<file path="src/rtl/mips_run_control.sv">
// Clock-enable and reset sequencer for the 5-stage MIPS pipeline core.
// Stretches reset release, then runs the core in halt, free-run or step-N mode.
module mips_run_control #(
  parameter int RST_HOLD = 4,
  parameter int STEP_W   = 16,
  parameter int CNT_W    = 32
) (
  input  logic              i_clk,
  input  logic              i_rst_n,
  input  logic [1:0]        i_mode,
  input  logic              i_start,
  input  logic [STEP_W-1:0] i_step_count,
  input  logic              i_halt_req,
  input  logic              i_soft_rst,
  input  logic              i_cnt_clr,
  output logic              o_cpu_reset,
  output logic              o_cpu_en,
  output logic              o_busy,
  output logic              o_done,
  output logic [CNT_W-1:0]  o_cycle_count
);

  localparam int HW = (RST_HOLD > 1) ? $clog2(RST_HOLD) : 1;
  localparam logic [HW-1:0] HOLD_LAST = HW'(RST_HOLD - 1);

  typedef enum logic [1:0] {S_HOLD, S_IDLE, S_RUN, S_STEP} state_t;

  state_t            r_state;
  logic              r_sync1;
  logic              r_sync2;
  logic [HW-1:0]     r_holdCnt;
  logic [STEP_W-1:0] r_remaining;
  logic              r_cpuReset;
  logic              r_cpuEn;
  logic              r_busy;
  logic              r_done;
  logic [CNT_W-1:0]  r_cycleCount;

  always_ff @(posedge i_clk or negedge i_rst_n) begin
    if (!i_rst_n) begin
      r_sync1 <= 1'b0;
      r_sync2 <= 1'b0;
    end else begin
      r_sync1 <= 1'b1;
      r_sync2 <= r_sync1;
    end
  end

  // soft_rst outranks every state transition and silently kills any run.
  always_ff @(posedge i_clk or negedge i_rst_n) begin
    if (!i_rst_n) begin
      r_state     <= S_HOLD;
      r_holdCnt   <= '0;
      r_remaining <= '0;
      r_cpuReset  <= 1'b1;
      r_cpuEn     <= 1'b0;
      r_busy      <= 1'b0;
      r_done      <= 1'b0;
    end else begin
      r_done <= 1'b0;
      if (i_soft_rst) begin
        r_state     <= S_HOLD;
        r_holdCnt   <= '0;
        r_remaining <= '0;
        r_cpuReset  <= 1'b1;
        r_cpuEn     <= 1'b0;
        r_busy      <= 1'b0;
      end else begin
        case (r_state)
          S_HOLD: begin
            if (r_sync2) begin
              if (r_holdCnt == HOLD_LAST) begin
                r_cpuReset <= 1'b0;
                r_holdCnt  <= '0;
                r_state    <= S_IDLE;
              end else begin
                r_holdCnt <= r_holdCnt + 1'b1;
              end
            end
          end
          S_IDLE: begin
            if (i_start && i_mode == 2'b01) begin
              r_state <= S_RUN;
              r_cpuEn <= 1'b1;
              r_busy  <= 1'b1;
            end else if (i_start && i_mode == 2'b10) begin
              if (i_step_count == '0) begin
                r_done <= 1'b1;
              end else begin
                r_state     <= S_STEP;
                r_remaining <= i_step_count;
                r_cpuEn     <= 1'b1;
                r_busy      <= 1'b1;
              end
            end
          end
          S_RUN: begin
            if (i_halt_req) begin
              r_state <= S_IDLE;
              r_cpuEn <= 1'b0;
              r_busy  <= 1'b0;
              r_done  <= 1'b1;
            end
          end
          S_STEP: begin
            if (i_halt_req || r_remaining == STEP_W'(1)) begin
              r_state     <= S_IDLE;
              r_remaining <= '0;
              r_cpuEn     <= 1'b0;
              r_busy      <= 1'b0;
              r_done      <= 1'b1;
            end else begin
              r_remaining <= r_remaining - 1'b1;
            end
          end
          default: r_state <= S_HOLD;
        endcase
      end
    end
  end

  always_ff @(posedge i_clk or negedge i_rst_n) begin
    if (!i_rst_n) begin
      r_cycleCount <= '0;
    end else if (i_cnt_clr) begin
      r_cycleCount <= '0;
    end else if (r_cpuEn && r_cycleCount != {CNT_W{1'b1}}) begin
      r_cycleCount <= r_cycleCount + 1'b1;
    end
  end

  assign o_cpu_reset   = r_cpuReset;
  assign o_cpu_en      = r_cpuEn;
  assign o_busy        = r_busy;
  assign o_done        = r_done;
  assign o_cycle_count = r_cycleCount;

endmodule

</file>
<file path="config.mk">
export PLATFORM = sky130hd
export DESIGN_NAME = mips_run_control
export DESIGN_NICKNAME = d
export VERILOG_FILES = /design/src/rtl/mips_run_control.sv
export SDC_FILE = /design/constraint.sdc
export NUM_CORES = 1
export LEC_CHECK = 0
export ABC_CLOCK_PERIOD_IN_PS = 2400
export CAP_MARGIN = 30
export CORE_MARGIN = 10
export CORE_UTILIZATION = 54
export DETAILED_ROUTE_END_ITERATION = 7
export HOLD_SLACK_MARGIN = 0.05
export PLACE_DENSITY = 0.87
export SLEW_MARGIN = 0
export SYNTH_ARGS = -nofsm -noshare
export SYNTH_HDL_FRONTEND = slang
export SYNTH_SLANG_ARGS = --single-unit
</file>
<file path="constraint.sdc">
create_clock -name i_clk -period 2.4 [get_ports i_clk]
set_input_delay 0.36 -clock i_clk [delete_from_list [all_inputs] [get_ports i_clk]]
set_output_delay 0.36 -clock i_clk [all_outputs]
set_load 0.01 [all_outputs]
</file>
==> flow_metrics.py, run 1 <==
metrics = {
    "run_status": {
        "outcome": "completed",
    },
    "critical_path": {
        "required_ps": 2620,
        "arrival_ps": 2460,
        "crit_fanout": 8,
        "startpoint_type": "flop",
        "reg2reg_depth": 5,
        "endpoint_kind": "flop",
        "worstSetupPathType": "reg2reg",
    },
    "timing": {
        "relSlewSlack_pct": 49.7,
        "tightest_slew_ps": 755,
        "period_share_pct": 93.1,
        "holdWs_ps": 161,
        "fmax_mhz": 448,
        "fin_crit_ps": 2230,
        "skew_ps": 7.03,
        "hold_viol_final": 0,
        "setup_viol": 0,
        "slew_viol_final": 0,
    },
    "floorplanning": {
        "coreArea_sq_um": 6390,
        "row_count": 29,
        "io_pins": 60,
        "dieWidth_microns": 101,
        "dieHeight_microns": 101,
        "start_util_pct": 56.1,
        "dieArea_sq_um": 10300,
    },
    "synthesis": {
        "ys_ff_latch": 57,
        "yosysTopAreaCellShare_pct": 39.1,
        "syn_avg_cell_area_sq_um": 8.93,
        "syn-cell-area_sq_um": 3580,
        "async_flop_share_pct": 100,
        "yosysTopAreaCell": "dfrtp_1",
        "synthCells": 401,
        "synth_top_flop_cell": "dfrtp_1",
        "yosys-top-cells-area": "dfrtp_1 39%, a21oi_1 4.9%, nand2_1 2.9%, xnor2_1 2.9%, nor2_1 2.8%",
        "ys.warnings.count": 0,
        "yosysSeqAreaShare_pct": 39.9,
        "ys_types": 59,
        "synth-edff-count": 0,
        "synthesis.nets": 433,
    },
    "cells_and_area": {
        "antenna-diode-count": 0,
        "area_delta_synth_final_pct": 27.4,
        "fin_nets": 502,
        "most-common-layout-cells": "58 x clkdlybuf4s50_1, 56 x dfrtp_1, 35 x a21oi_1, 28 x nand2_1, 27 x nor2_1",
        "drive_gt1_share_pct": 10.9,
        "layout_commonest_cell": "clkdlybuf4s50_1",
    },
    "cts": {
        "cts_made_buffers": 9,
        "htreeDepth": 3,
        "clk_pin_slew_ps": 70,
        "cts_tree": "yes",
        "root_buffer": "clkbuf_8",
        "cts.path.max_buffers": 2,
        "clock_latency_ps": 350,
        "cts.sinks": 57,
    },
    "placed_design": {
        "port_buffers": 59,
        "hpwl_microns": 7320,
        "gp_congestion": 0.944,
    },
    "drt": {
        "drc": 0,
        "drtIter0Drc": 340,
        "drtAntennaViolNets": 0,
        "wl_microns": 10400,
        "vias": 3653,
        "vias_per_cell": 6.62,
        "firstDrtPassIters": 7,
        "routedWlPerCell_microns": 18.9,
    },
    "power_and_ir_drop": {
        "p_per_area_nw_per_um2": 591,
        "leakagePower_nw": 1.81,
        "ir_drop_mv": 0.372,
        "power_mw": 2.69,
    },
    "run": {
        "drv_cap": 0,
    },
    "min_path": {
        "hp-class": "in2async",
    },
    "global_route": {
        "grtUsageMet2_pct": 32.1,
        "overflow": 0,
        "antenna_found_initial": 0,
        "grt_use_met3_pct": 5.17,
        "met1_usage_pct": 24.3,
        "grt_pass1_wl_microns": 16900,
        "grt.busiest_layer": "met2",
        "grt_pass1_vias": 3508,
        "grt.total_usage_pct": 19.9,
        "grt_max_degree": 58,
    },
}
[cell usage after synthesis, types with 2 or more instances]
library cell	instances
nor2_1	27
and4_4	2
or3_1	10
nor4_1	16
and2_1	5
a211oi_1	8
nor4b_1	4
nand4_1	11
a2111oi_0	7
inv_1	13
a21oi_1	35
o21ai_0	12
buf_6	3
nand4b_1	2
buf_2	3
ha_1	8
o31ai_1	10
a311oi_1	2
buf_4	2
or4_1	11
clkbuf_1	13
dfrtp_1	56
a32oi_1	2
nand2b_1	2
nand3_1	19
nor3_1	18
and3_1	5
nand2_1	28
o32ai_1	5
o21ai_1	7
and4_1	5
xnor2_1	12
nor2b_1	11
a221oi_1	2
[worst max-delay path, stage by stage (launching register included)]
cell and delay [ps]:
dfrtp_1 460, and4_1 430, nand3_1 220, a211oi_2 420, and3_1 240, mux2_1 330
[metal layers]
layer | vias to the layer above | wire, microns
li1 | 1676 | -
met1 | 1744 | 4110
met2 | 205 | 5030
met3 | 28 | 1020
met4 | 0 | 260
met5 | - | 0
[path summary, 6_finish.rpt]
kind                                               from                             to  slack [ps]
setup / recovery           o_cycle_count[2]$_DFFE_PN0P_  o_cycle_count[29]$_DFFE_PN0P_         170
hold / removal                                  i_rst_n   o_cycle_count[5]$_DFFE_PN0P_         160
setup reg to reg           o_cycle_count[2]$_DFFE_PN0P_  o_cycle_count[29]$_DFFE_PN0P_         170
hold reg to reg                       r_sync1$_DFF_PN0_              r_sync2$_DFF_PN0_         350
max in group asynchronous                       i_rst_n              r_sync1$_DFF_PN0_        1730
min in group i_clk                    r_sync1$_DFF_PN0_              r_sync2$_DFF_PN0_         350
[power breakdown]
group	switching, mW	total [mW]	internal [mW]
clock	0.426	1.01	0.584
combinational	0.367	0.637	0.270
sequential	0.0453	1.05	1.00
total	0.838	2.69	1.86
[sequential cells by signal (all words and copies together), names as in the netlist]
| name | count |
|---|---|
| o_busy | 1 |
| o_cpu_reset | 1 |
| o_cycle_count | 32 |
| o_done | 1 |
| r_holdCnt | 2 |
| r_remaining | 16 |
| r_state | 2 |
| r_sync1 | 1 |
| r_sync2 | 1 |
[logic make-up (layout without fill, tap and decap cells)]
| family | count (synthesis) | in the layout | share of synthesized area (%) |
|---|---|---|---|
| AOI/OAI and AO/OA | 103 | 103 | 19.7 |
| xor gates and xnor gates | 13 | 13 | 3.18 |
| adders and majority gates | 8 | 8 | 2.80 |
| buffers and inverters | 35 | 109 | 4.61 |
| DFF | 57 | 57 | 39.9 |
| muxes | 3 | 3 | 1.01 |
| other | 1 | 1 | 0.105 |
| and+or+nand+nor | 181 | 181 | 28.7 |
[cell type report]
type	instances	area, sq um
clock buffer	9	124
clock inverter	7	93.8
fill	468	1830
inverter	13	48.8
multi-input combinational	309	2010
sequential	57	1430
tap	77	96.3
timing repair buffer	80	756
[timing repair]
item	CTS	global route
buffers inserted	0	0
endpoints found under the setup margin	0	3
resized for setup	0	5
hold buffers	0	0
endpoints found under the hold margin	0	0
[stage by stage]
step	TNS (ps)	std cells	util, %	worst slack [ps]	cell area [sq um]
after floorplan	0	401	-	353	3580
after global placement	0	536	67.6	53.8	4320
after detailed placement	0	536	67.6	57.5	4320
after CTS	0	552	71.0	18.0	4530
after global routing	-12.4	552	71.4	-12.4	4560
final	0	552	71.4	166	4560
Note: power is estimated with default switching activity, not from simulation.
==> inputs of run 2 (changes only) <==
--- a/config.mk
+++ b/config.mk
@@ -6,7 +6,7 @@
 export NUM_CORES = 1
 export LEC_CHECK = 0
 export ABC_CLOCK_PERIOD_IN_PS = 2400
-export CAP_MARGIN = 30
+export CAP_MARGIN = 25
 export CORE_MARGIN = 10
 export CORE_UTILIZATION = 54
 export DETAILED_ROUTE_END_ITERATION = 7
==> results of run 2 <==
The final DEF is identical to that of run 1; final timing and power are the same.
